[src/rtl/mul_issue_ctrl.sv]
// -----------------------------------------------------------------------------
// mul_issue_ctrl
//
// Front-end sequencer for a 16x16 radix-4 Booth multiplier that exposes a
// start/busy/z handshake. Signed operand pairs arrive on a valid/ready stream
// and are buffered in a small FIFO. Pairs are issued one at a time. The
// product is captured and offered on a valid/ready output stream.
//
// Optional feature (compile-time macro MUL_TIMEOUT_EN):
//   Builds a watchdog that abandons an operation when the multiplier takes
//   more than TIMEOUT cycles. The result then carries out_z = 0 and
//   out_err = 1. The operand pair is dropped and is not retried.
//   Without the macro, no counter is built, out_err is tied to 0, and the
//   sequencer waits for the multiplier indefinitely.
//
// Parameters
//   W          operand width; products are 2*W bits
//   FIFO_DEPTH operand FIFO entries (power of 2, >= 2)
//   TIMEOUT    watchdog limit in cycles (meaningful only with MUL_TIMEOUT_EN)
//
// Ports
//   clk        rising-edge clock
//   rst        synchronous, active-high reset (multiplier is reset alongside)
//   in_valid   operand pair valid
//   in_ready   FIFO not full; a pair is taken when in_valid && in_ready
//   in_x       signed multiplicand
//   in_y       signed multiplier
//   mul_start  one-cycle start pulse to the multiplier
//   mul_x      registered multiplicand, stable from start until busy falls
//   mul_y      registered multiplier, same timing as mul_x
//   mul_busy   multiplier busy flag
//   mul_z      multiplier product, valid once busy falls
//   out_valid  product valid; held until accepted
//   out_ready  consumer ready
//   out_z      captured product, bit-for-bit copy of mul_z
//   out_err    timeout flag, meaningful while out_valid is high
//   fifo_cnt   current FIFO occupancy
// -----------------------------------------------------------------------------
module mul_issue_ctrl #(
  parameter int W          = 16,
  parameter int FIFO_DEPTH = 4,
  parameter int TIMEOUT    = 15
) (
  input  logic                        clk,
  input  logic                        rst,
  input  logic                        in_valid,
  output logic                        in_ready,
  input  logic [W-1:0]                in_x,
  input  logic [W-1:0]                in_y,
  output logic                        mul_start,
  output logic [W-1:0]                mul_x,
  output logic [W-1:0]                mul_y,
  input  logic                        mul_busy,
  input  logic [2*W-1:0]              mul_z,
  output logic                        out_valid,
  input  logic                        out_ready,
  output logic [2*W-1:0]              out_z,
  output logic                        out_err,
  output logic [$clog2(FIFO_DEPTH):0] fifo_cnt
);

  localparam int PW = $clog2(FIFO_DEPTH);
  localparam int CW = PW + 1;
  localparam logic [CW-1:0] CNT_FULL = CW'(FIFO_DEPTH);

  localparam logic [2:0] S_IDLE      = 3'd0;
  localparam logic [2:0] S_ISSUE     = 3'd1;
  localparam logic [2:0] S_WAIT_BUSY = 3'd2;
  localparam logic [2:0] S_WAIT_DONE = 3'd3;
  localparam logic [2:0] S_DONE      = 3'd4;

  // Elaboration-time parameter sanity checks.
  if ((FIFO_DEPTH < 2) || ((FIFO_DEPTH & (FIFO_DEPTH - 1)) != 0)) begin : g_bad_depth
    $error("mul_issue_ctrl: FIFO_DEPTH must be a power of 2 and >= 2");
  end
  if (TIMEOUT < 1) begin : g_bad_timeout
    $error("mul_issue_ctrl: TIMEOUT must be >= 1");
  end

  // ---------------------------------------------------------------------------
  // State
  // ---------------------------------------------------------------------------
  logic [2:0]     state_q, state_d;
  logic           start_q, start_d;
  logic [W-1:0]   mx_q, mx_d;
  logic [W-1:0]   my_q, my_d;
  logic           ov_q, ov_d;
  logic [2*W-1:0] oz_q, oz_d;

  logic [PW-1:0]  wr_ptr_q, wr_ptr_d;
  logic [PW-1:0]  rd_ptr_q, rd_ptr_d;
  logic [CW-1:0]  cnt_q, cnt_d;
  logic [2*W-1:0] mem_q [FIFO_DEPTH];

  logic           push;
  logic           pop;
  logic           issue;
  logic           fifo_empty;
  logic [W-1:0]   head_x;
  logic [W-1:0]   head_y;
  logic           timed_out;

  // ---------------------------------------------------------------------------
  // Operand FIFO
  // ---------------------------------------------------------------------------
  // in_ready depends only on occupancy: a pop in the same cycle does not make
  // room for a push into a full FIFO (no bypass path).
  assign in_ready   = (cnt_q != CNT_FULL);
  assign fifo_empty = (cnt_q == '0);
  assign push       = in_valid && in_ready;
  assign {head_x, head_y} = mem_q[rd_ptr_q];

  always_comb begin
    // NOTE: every signal written here gets a default first, so no path through
    // the block leaves one unassigned and no latch is inferred.
    wr_ptr_d = wr_ptr_q;
    rd_ptr_d = rd_ptr_q;
    cnt_d    = cnt_q;
    // Power-of-two depth lets the pointers wrap by plain overflow.
    if (push) wr_ptr_d = wr_ptr_q + PW'(1);
    if (pop)  rd_ptr_d = rd_ptr_q + PW'(1);
    case ({push, pop})
      2'b10:   cnt_d = cnt_q + CW'(1);
      2'b01:   cnt_d = cnt_q - CW'(1);
      default: cnt_d = cnt_q;   // idle, or push and pop cancel out
    endcase
  end

  always_ff @(posedge clk) begin
    // NOTE: the storage array has no reset; an entry is only read after it has
    // been written, and reset clears the occupancy that guards those reads.
    if (push) mem_q[wr_ptr_q] <= {in_x, in_y};
  end

  // ---------------------------------------------------------------------------
  // Watchdog
  // ---------------------------------------------------------------------------
`ifdef MUL_TIMEOUT_EN
  localparam int WD_W = $clog2(TIMEOUT + 2);

  logic [WD_W-1:0] wd_q, wd_d;
  logic            err_q, err_d;

  // The counter is cleared while in ISSUE, so it is zero in the first cycle
  // of WAIT_BUSY. It then counts every cycle spent waiting. "Exceeds" means
  // strictly greater than TIMEOUT.
  assign timed_out = (wd_q > WD_W'(TIMEOUT));

  always_comb begin
    wd_d = wd_q;
    if (state_q == S_ISSUE) begin
      wd_d = '0;
    end else if ((state_q == S_WAIT_BUSY) || (state_q == S_WAIT_DONE)) begin
      wd_d = wd_q + WD_W'(1);
    end
  end

  always_ff @(posedge clk) begin
    if (rst) begin
      wd_q  <= '0;
      err_q <= 1'b0;
    end else begin
      wd_q  <= wd_d;
      err_q <= err_d;
    end
  end

  assign out_err = err_q;
`else
  assign timed_out = 1'b0;
  assign out_err   = 1'b0;
`endif

  // ---------------------------------------------------------------------------
  // Issue sequencer
  // ---------------------------------------------------------------------------
  always_comb begin
    state_d = state_q;
    start_d = 1'b0;    // start is never held past the ISSUE cycle
    mx_d    = mx_q;
    my_d    = my_q;
    ov_d    = ov_q;
    oz_d    = oz_q;
    issue   = 1'b0;
    pop     = 1'b0;
`ifdef MUL_TIMEOUT_EN
    err_d   = err_q;
`endif

    case (state_q)
      S_IDLE: begin
        issue = !fifo_empty;
      end

      S_ISSUE: begin
        state_d = S_WAIT_BUSY;
      end

      S_WAIT_BUSY: begin
        if (mul_busy) begin
          state_d = S_WAIT_DONE;
        end
`ifdef MUL_TIMEOUT_EN
        else if (timed_out) begin
          state_d = S_DONE;
          oz_d    = '0;
          ov_d    = 1'b1;
          err_d   = 1'b1;
        end
`endif
      end

      S_WAIT_DONE: begin
        // A real completion wins over a watchdog expiring in the same cycle.
        if (!mul_busy) begin
          state_d = S_DONE;
          oz_d    = mul_z;
          ov_d    = 1'b1;
`ifdef MUL_TIMEOUT_EN
          err_d   = 1'b0;
`endif
        end
`ifdef MUL_TIMEOUT_EN
        else if (timed_out) begin
          state_d = S_DONE;
          oz_d    = '0;
          ov_d    = 1'b1;
          err_d   = 1'b1;
        end
`endif
      end

      S_DONE: begin
        if (out_ready) begin
          ov_d    = 1'b0;
          state_d = S_IDLE;
`ifdef MUL_TIMEOUT_EN
          err_d   = 1'b0;
`endif
          // If another pair is waiting, skip IDLE and issue it directly.
          // This sustains one product per 11 cycles.
          issue = !fifo_empty;
        end
      end

      default: begin
        state_d = S_IDLE;
      end
    endcase

    // Shared issue path: pop the head, register it, and pulse start.
    if (issue) begin
      pop     = 1'b1;
      mx_d    = head_x;
      my_d    = head_y;
      start_d = 1'b1;
      state_d = S_ISSUE;
    end
  end

  always_ff @(posedge clk) begin
    // NOTE: sequential state uses non-blocking assignments only. Every
    // register then samples pre-edge values regardless of evaluation order.
    if (rst) begin
      state_q  <= S_IDLE;
      start_q  <= 1'b0;
      mx_q     <= '0;
      my_q     <= '0;
      ov_q     <= 1'b0;
      oz_q     <= '0;
      wr_ptr_q <= '0;
      rd_ptr_q <= '0;
      cnt_q    <= '0;
    end else begin
      state_q  <= state_d;
      start_q  <= start_d;
      mx_q     <= mx_d;
      my_q     <= my_d;
      ov_q     <= ov_d;
      oz_q     <= oz_d;
      wr_ptr_q <= wr_ptr_d;
      rd_ptr_q <= rd_ptr_d;
      cnt_q    <= cnt_d;
    end
  end

  // ---------------------------------------------------------------------------
  // Outputs
  // ---------------------------------------------------------------------------
  assign mul_start = start_q;
  assign mul_x     = mx_q;
  assign mul_y     = my_q;
  assign out_valid = ov_q;
  assign out_z     = oz_q;
  assign fifo_cnt  = cnt_q;

endmodule
[config.mk]
export PLATFORM = sky130hd
export DESIGN_NAME = mul_issue_ctrl
export DESIGN_NICKNAME = d
export VERILOG_FILES = /design/src/rtl/mul_issue_ctrl.sv
export SDC_FILE = /design/constraint.sdc
export NUM_CORES = 1
export LEC_CHECK = 0
export ABC_AREA = 1
export CORE_MARGIN = 2
export CORE_UTILIZATION = 45
export DETAILED_ROUTE_END_ITERATION = 10
export HOLD_SLACK_MARGIN = 0.12
export PLACE_DENSITY = 0.75
export SYNTH_ARGS = -nofsm -noshare
export SYNTH_HDL_FRONTEND = slang
export SYNTH_SLANG_ARGS = --single-unit
[constraint.sdc]
create_clock -name clk -period 3 [get_ports clk]
set_input_delay 0.75 -clock clk [delete_from_list [all_inputs] [get_ports clk]]
set_output_delay 0.75 -clock clk [all_outputs]
set_load 0.005 [all_outputs]
==> results of run 1 <==
[final cells by class]
type                    instances  area [µm²]
inverters                      21        78.8
clock inverters                10         151
clock buffers                  30         679
well taps                     220         275
flip-flops and latches        204        5370
fillers                      1382        6500
repair buffers                153        1490
multi-input cells             452        2030
[flip-flops by register name, indices dropped and copies added (netlist names)]
register   cells
mul_y         16
wr_ptr_q       2
out_valid      1
mul_start      1
out_z         32
state_q        3
rd_ptr_q       2
fifo_cnt       3
mul_x         16
mem_q        128
[layer usage]
metal	vias up	GRT usage, %
met2	160	30.8
met4	0	5.50
met3	24	4.16
met1	2456	22.4
met5	-	0
li1	2682	-
[worst paths after layout]
check	depth (start not counted)	startpoint	slack (ns)	to
setup / recovery	3	fifo_cnt[0]$_SDFFE_PP0P_	0.70	in_ready
hold / removal	2	mul_x[15]$_SDFFE_PP0P_	0.45	mul_x[15]$_SDFFE_PP0P_
setup reg to reg	12	fifo_cnt[0]$_SDFFE_PP0P_	1.13	fifo_cnt[2]$_SDFFE_PP0P_
hold reg to reg	2	mul_x[15]$_SDFFE_PP0P_	0.45	mul_x[15]$_SDFFE_PP0P_
[power breakdown]
part / total (mW) / internal (mW) / switching [mW]
Combinational: 2.25 / 0.990 / 1.26
Sequential: 3.67 / 3.46 / 0.207
Clock: 2.98 / 1.93 / 1.05
Total: 8.90 / 6.38 / 2.51
[placed cells by master, fill, tap and decap left out]
master           instances
clkbuf_4                 1
conb_1                   1
edfxtp_1               128
o21ai_1                 30
nor2_8                   1
nand4_1                  1
dfxtp_1                 74
a21oi_1                  7
buf_4                   15
clkbuf_8                 1
fa_1                     1
clkinv_2                 3
nor3_1                   2
ha_1                     5
nand2_1                208
nand2_2                  2
clkdlybuf4s50_1        138
clkbuf_1                 2
o21ai_0                 41
nand3_1                 69
nor2_2                   1
clkinv_1                 2
nor2_1                  74
nor2_4                   7
inv_1                   17
bufinv_16                4
a21boi_1                 1
inv_2                    4
nand2_4                  1
clkbuf_16               26
dfxtp_2                  2
inv_6                    1
[stage by stage]
stage | instances | hold WS, ns | util [%]
global placement | 1050 | 0.439 | 55.8
finish | 1090 | 0.450 | 60.8
detailed placement | 1050 | 0.447 | 55.8
global route | 1090 | 0.466 | 60.8
floorplan | 715 | 0.449 | -
CTS | 1090 | 0.456 | 60.8
[cell families after synthesis]
kind of cell	synth area share, %
buf+inv	3.73
fa+ha+maj	1.08
compound gates	5.20
other cells	0.0490
simple gates	19.8
flops	70.1
[worst max-delay path: cells and delay by family, from the launching register on]
family	cells	cell delay, ns
simple gates	1	0.09
flops	1	0.39
buf+inv	2	0.58
==> out/metrics.yaml, run 1 <==
outcome: "finished, final reports clean"
syn_inst: 715
fin_area_um2: 10100
crit_type: "reg -> out"
setup_viol: 0
wl_per_cell_um: 14.8
dpl.hpwl_um: 9850
startpoint_type: "register"
grt.total_usage_pct: 17.9
maxCapViolCount: 0
drive_gt1_share_pct: 7.93
clk_latency_ns: 0.49
start_util_pct: 46.2
vias: 5322
cts_made_buffers: 22
final_nets: 929
cts-root-buf: "clkbuf_16"
syn_area_um2: 7650
antenna_found_initial: 0
drv_slew: 0
hp-class: "reg -> reg"
vias_per_cell: 4.88
cts_setup_buffers: 0
worst_pin_slew_ns: 0.872
yosys-top-cells-area: "edfxtp_1, dfxtp_1, nand2_1, nand3_1, nor2_1"
async_reset_ff_share_pct: 0
dr.pass1.iters: 4
place.gp.congestion: 0.764
cts.reportedPaths.clkPinSlew_ns: 0.06
portBuffers: 138
route.met3.wl_um: 1080
wl_um: 16200
cts_tree: "done"
power.density_nw_per_um2: 883
h-tree-depth: 1
drc_errors: 0
finClkSkew_ns: 0.0100
die_w_um: 134
setup_ws_ns: 0.704
ys_top_cells_by_count: "nand2_1, edfxtp_1, nor2_1, dfxtp_1, nand3_1"
antenna_cells: 0
dp_slack_ns: 0.250
avgSynthCellArea_um2: 10.7
cp_max_fo: 4
period_needed_ns: 2.30
peakVddDrop_uv: 530
die_y_um: 134
yosys_warnings: 0
grt_pass1_vias: 5069
core_um2: 16600
routed.top_layer: "met4"
die_area_um2: 18100
placed_area_um2: 9250
crit_path_end_kind: "primary output"
yosys.cell_count.top_type: "nand2_1"
rsz0062_at_grt: "false"
power_mw: 8.90
synth_top_area_share_pct: 50.2
globalRouteOverflowTotal: 0
slowest_delay_ns: 0.50
hold_buffers: 0
num_rows: 47
crit_path_top_delay_cell: "clkdlybuf4s50_1"
synthFlopType: "edfxtp_1"
max_slew_margin_pct: 41.8
grt_pass1_wl_um: 25500
yosysSeqAreaShare_pct: 70.1
post-route-period-util_pct: 76.5
cts_buffer_depth: 3
syn_to_final_growth_pct: 31.7
ys_ff_latch: 204
wl_met1_um: 6960
grt_max_degree: 66
synth-edff-count: 128
cts_resized: 0
wl_met2_um: 7870
synth_nets: 790
setup_tns_ns: 0
fmax_mhz: 436
yosysUniqueCellTypes: 25
hold_viol_final: 0
power_leakage_nw: 3.75
io_pins: 140
yosysTopAreaCell: "edfxtp_1"
crit_arrival_ns: 1.55
cts.sinks: 204
drt_iter0_drc: 307
ant_nets: 0
cp_cell_sequence: "inv_2 -> nand3_1 -> clkdlybuf4s50_1"
cp.required_ns: 2.25
No activity file was read; power rests on OpenSTA's default activity.
==> inputs of run 2 (changes only) <==
Settings changed: PLACE_DENSITY 0.75 to 0.78.
Clock period 3 ns to 2.05 ns, I/O delays scaled along.
==> run 2 against run 1 <==
  * Utilization up 0.71 points
  * Sequential share of layout area down 0.58 points
  * Clock-buffer cell count down 4
  * Flip-flop and latch count unchanged
  * Wire length up 2.2%
  * Clock power up 31%
  * First-iteration DRC count down 5.9%
  * Setup slack worse by 0.55 ns
  * Highest routed layer unchanged
  * Cell count up 0.92%
  * Power up 44%
  * Final area up 1.2%
==> out/metrics.yaml, run 2 (synthesis results as in run 1) <==
outcome: "finished, final reports clean"
cts_made_buffers: 21
drt_iter0_drc: 289
cts-root-buf: "clkbuf_16"
hold_viol_final: 0
maxCapViolCount: 0
crit_arrival_ns: 2.31
cts_tree: "done"
netSwitchingFraction_pct: 28.8
largest_reg_flops: 128
drc_errors: 0
cts_buffer_depth: 3
dpl.hpwl_um: 10600
reg2reg_from: "state_q[0]$_SDFFE_PP0P_"
grt_max_degree: 37
antenna_found_initial: 0
vias_per_cell: 4.95
p_switching_mw: 3.70
fmax_mhz: 526
worstReg2RegEnd: "fifo_cnt[2]$_SDFFE_PP0P_"
min-delay-start: "mul_y[9]$_SDFFE_PP0P_"
crit_type: "in -> reg"
power_mw: 12.9
start_util_pct: 46.2
worst-r2r-cell-count: 11
power.density_nw_per_um2: 1260
grt.total_usage_pct: 18.4
finClkSkew_ns: 0.0210
drive_gt1_share_pct: 8.98
die_w_um: 134
cts_setup_buffers: 0
cts.reportedPaths.clkPinSlew_ns: 0.06
mostFrequentLayoutCells: "nand2_1, clkdlybuf4s50_1, edfxtp_1"
comb_power_share_pct: 27.6
hold_buffers: 0
core_um2: 16600
hp-class: "reg -> reg"
period_needed_ns: 1.90
post-route-period-util_pct: 92.7
pwr-share-clk_pct: 30.4
top_register: "mem_q"
vias: 5443
drv_slew: 0
layout_commonest_cell: "nand2_1"
startpoint_type: "input pin"
h-tree-depth: 1
grt_pass1_vias: 5335
peakVddDrop_uv: 808
setup_ws_ns: 0.149
wl_per_cell_um: 15.0
portBuffers: 138
worst_pin_slew_ns: 0.538
dp_slack_ns: -0.351
clk_latency_ns: 0.50
utilization_pct: 61.5
final_nets: 940
min_to: "mul_y[9]$_SDFFE_PP0P_"
cts.sinks: 204
n_fill_cell: 1338
num_rows: 47
setup_viol: 0
io_pins: 140
crit_start: "out_ready"
seqPwrFrac_pct: 42.0
hold_depth: 2
grt_pass1_wl_um: 26500
fin_hold_ws_ns: 0.451
globalRouteOverflowTotal: 0
die_area_um2: 18100
max_slew_margin_pct: 64.1
wl_um: 16500
cp.required_ns: 2.46
p_int_mw: 9.15
ant_nets: 0
cp_max_fo: 2
dr.pass1.iters: 4
place.gp.congestion: 0.832
crit_path_end_kind: "register"
power_leakage_nw: 3.79
rrSetupSlack_ns: 0.26
die_y_um: 134
antenna_cells: 0
syn_to_final_growth_pct: 33.2
run 2: changes by cell type in the layout (fill, tap and decap cells not counted), sizes merged:
cell	change
clkbuf	-4
clkinv	+1
clkinvlp	+1
buf	+12
dlymetal6s2s	+1
clkdlybuf4s50	-1
run 2: through the flow:
step / instances / TNS (ns) / instance area [µm²]
2_1_floorplan: 715 / -58.46 / 7650
3_3_place_gp: 1062 / -0.395 / 9480
3_5_place_dp: 1062 / -0.506 / 9480
4_1_cts: 1100 / 0 / 10200
5_1_grt: 1100 / -0.00132 / 10200
6_report: 1100 / 0 / 10200
run 2: how the worst max path moves through the flow:
stage | end | slack (ns) | cells past startpoint
2_1_floorplan | mem_q[0][0]$_DFFE_PP_ | -0.46 | 4
3_3_place_gp | fifo_cnt[2]$_SDFFE_PP0P_ | -0.29 | 13
3_5_place_dp | fifo_cnt[2]$_SDFFE_PP0P_ | -0.35 | 13
4_1_cts | in_ready | 0.007 | 3
5_1_grt | fifo_cnt[2]$_SDFFE_PP0P_ | -0.001 | 13
6_report | fifo_cnt[2]$_SDFFE_PP0P_ | 0.15 | 13
run 2: layout make-up:
| type | instances | area (µm²) | share of cell area (%) |
|---|---|---|---|
| flip-flops and latches | 204 | 5370 | 52.7 |
| multi-input cells | 452 | 2030 | 19.9 |
| repair buffers | 165 | 1720 | 16.9 |
| clock buffers | 26 | 554 | 5.44 |
| well taps | 220 | 275 | 2.70 |
| clock inverters | 12 | 160 | 1.57 |
| inverters | 21 | 78.8 | 0.773 |
run 2: critical path: stages:
cell,delay [ns]
clkdlybuf4s50_1,0.47
inv_1,0.06
nand2_1,0.09
nand2_2,0.09
nor2_8,0.11
ha_1,0.16
inv_1,0.07
fa_1,0.38
nor2_1,0.10
nor2_1,0.04
nand2_1,0.06
o21ai_0,0.07
a21oi_1,0.11
run 2: repair_timing:
item | 4_1_cts | 5_1_grt
gates cloned | 0 | 0
resized for setup | 1 | 3
pin swaps | 0 | 1
setup endpoints to repair | 1 | 2
run 2: power by group through the flow:
stage | Sequential (mW) | Combinational [mW] | Clock [mW]
floorplan | 5.46 | 1.85 | 0
global placement | 5.46 | 3.50 | 0
detailed placement | 5.48 | 3.59 | 0
CTS | 5.40 | 3.61 | 4.00
global route | 5.47 | 3.95 | 4.16
finish | 5.40 | 3.55 | 3.90
run 2: routing by layer:
metal	part of all wire (%)	wire, µm	global-route usage, %	vias to the layer above
met2	52	8540	33.2	165
met4	1.4	231	5.32	0
met3	6.4	1050	3.48	22
met1	41	6710	22.4	2563
li1	-	-	-	2693
met5	0	0	0	-
==> inputs of run 3 (changes only) <==
Settings changed: CELL_PAD_IN_SITES_DETAIL_PLACEMENT from default to 1, CELL_PAD_IN_SITES_GLOBAL_PLACEMENT from default to 1, CORE_UTILIZATION 45 to 37, PLACE_DENSITY 0.78 to 0.81.
==> run 3 against run 2 <==
  * First-iteration DRC count increased by 15%
  * Fmax shrank 1.3%
  * Clock-buffer cell count grew 8
  * Utilization down 11 points
  * Power increased by 3.2%
  * Critical endpoint is now fifo_cnt[2]
  * Largest power group unchanged
==> out/metrics.yaml, run 3 (synthesis results as in run 1) <==
dr.pass1.iters: 5
hold_viol_final: 0
cts.sinks: 204
crit_family: "buffers and inverters"
cts_setup_buffers: 0
wl_per_cell_um: 17.4
n_fill_cell: 2191
dp_cells: 1107
power_leakage_nw: 3.79
antenna_found_initial: 1
cp_max_fo: 4
cts-root-buf: "clkbuf_16"
cts.reportedPaths.clkPinSlew_ns: 0.06
final_nets: 936
place.gp.congestion: 0.747
vias: 5558
setup_ws_ns: 0.124
crit_path_end_kind: "primary output"
fin_hold_ws_ns: 0.448
placed_area_um2: 9490
wl_um: 19900
finClkSkew_ns: 0.00810
largest_reg_flops: 128
path_buf_inv: 1
die_area_um2: 21900
slowest_delay_ns: 0.54
cts_made_buffers: 22
grt.total_usage_pct: 18.2
globalRouteOverflowTotal: 0
top_register: "mem_q"
drt_iter0_drc: 332
num_rows: 52
portBuffers: 138
rsz0062_at_grt: "false"
mostFrequentLayoutCells: "nand2_1, clkdlybuf4s50_1, edfxtp_1"
worst_pin_slew_ns: 1.15
hp-class: "reg -> reg"
dp_slack_ns: -0.422
outcome: "finished, final reports clean"
cp_cell_sequence: "clkdlybuf4s50_1"
maxCapViolCount: 0
grt_pass1_vias: 5971
power_mw: 13.3
fin_area_um2: 10300
utilization_pct: 50.6
setup_tns_ns: 0
power.density_nw_per_um2: 1290
layout_commonest_cell: "nand2_1"
grt_pass1_wl_um: 31400
layoutNonFillerInstCount: 1148
drive_gt1_share_pct: 8.89
drv_slew: 0
post-route-period-util_pct: 94.0
cp.required_ns: 1.54
clk_latency_ns: 0.50
crit_arrival_ns: 1.41
die_w_um: 148
h-tree-depth: 1
period_needed_ns: 1.93
crit_type: "reg -> out"
dpl.hpwl_um: 12600
cts_tree: "done"
drc_errors: 0
ant_nets: 0
syn_to_final_growth_pct: 34.2
fmax_mhz: 519
crit_path_top_delay_cell: "clkdlybuf4s50_1"
max_slew_margin_pct: 23.5
setup_viol: 0
startpoint_type: "register"
grt_max_degree: 67
peakVddDrop_uv: 787
vias_per_cell: 4.84
cts_buffer_depth: 3
core_um2: 20300
die_y_um: 148
start_util_pct: 37.7
io_pins: 140
==> run 3: repair_timing <==
item | CTS | global route
setup endpoints to repair | 1 | 2
gates resized for setup | 2 | 3
hold buffers | 0 | 0
pin swaps | 0 | 1
==> run 3: worst paths after layout <==
| kind | startpoint | cells after the start | slack (ns) | endpoint |
|---|---|---|---|---|
| max | fifo_cnt[2]$_SDFFE_PP0P_ | 1 | 0.12 | fifo_cnt[2] |
| min | mul_y[12]$_SDFFE_PP0P_ | 2 | 0.45 | mul_y[12]$_SDFFE_PP0P_ |
| max reg2reg | rd_ptr_q[0]$_SDFFE_PP0P_ | 5 | 0.21 | mul_x[4]$_SDFFE_PP0P_ |
| min reg2reg | mul_y[12]$_SDFFE_PP0P_ | 2 | 0.45 | mul_y[12]$_SDFFE_PP0P_ |
==> run 3: where the power goes <==
part           internal (mW)  switching, mW
sequential              5.07          0.343
combinational           1.64           2.04
clock                   2.61           1.57
==> run 3: routing by layer <==
layer	GRT usage, %	up-vias	wire (µm)
met5	0	-	0
met3	3.27	27	909
met1	22.0	2707	8460
met4	5.57	0	399
li1	-	2691	-
met2	33.0	133	10200
==> run 3: layout make-up <==
type	count	area (µm²)	share of cell area (%)
sequential	204	5370	52.3
multi-input combinational	452	2040	19.8
timing repair buffer	160	1670	16.3
clock buffer	34	667	6.49
tap	270	338	3.29
clock inverter	6	108	1.05
inverter	21	78.8	0.767
antenna	1	2.50	0.0244
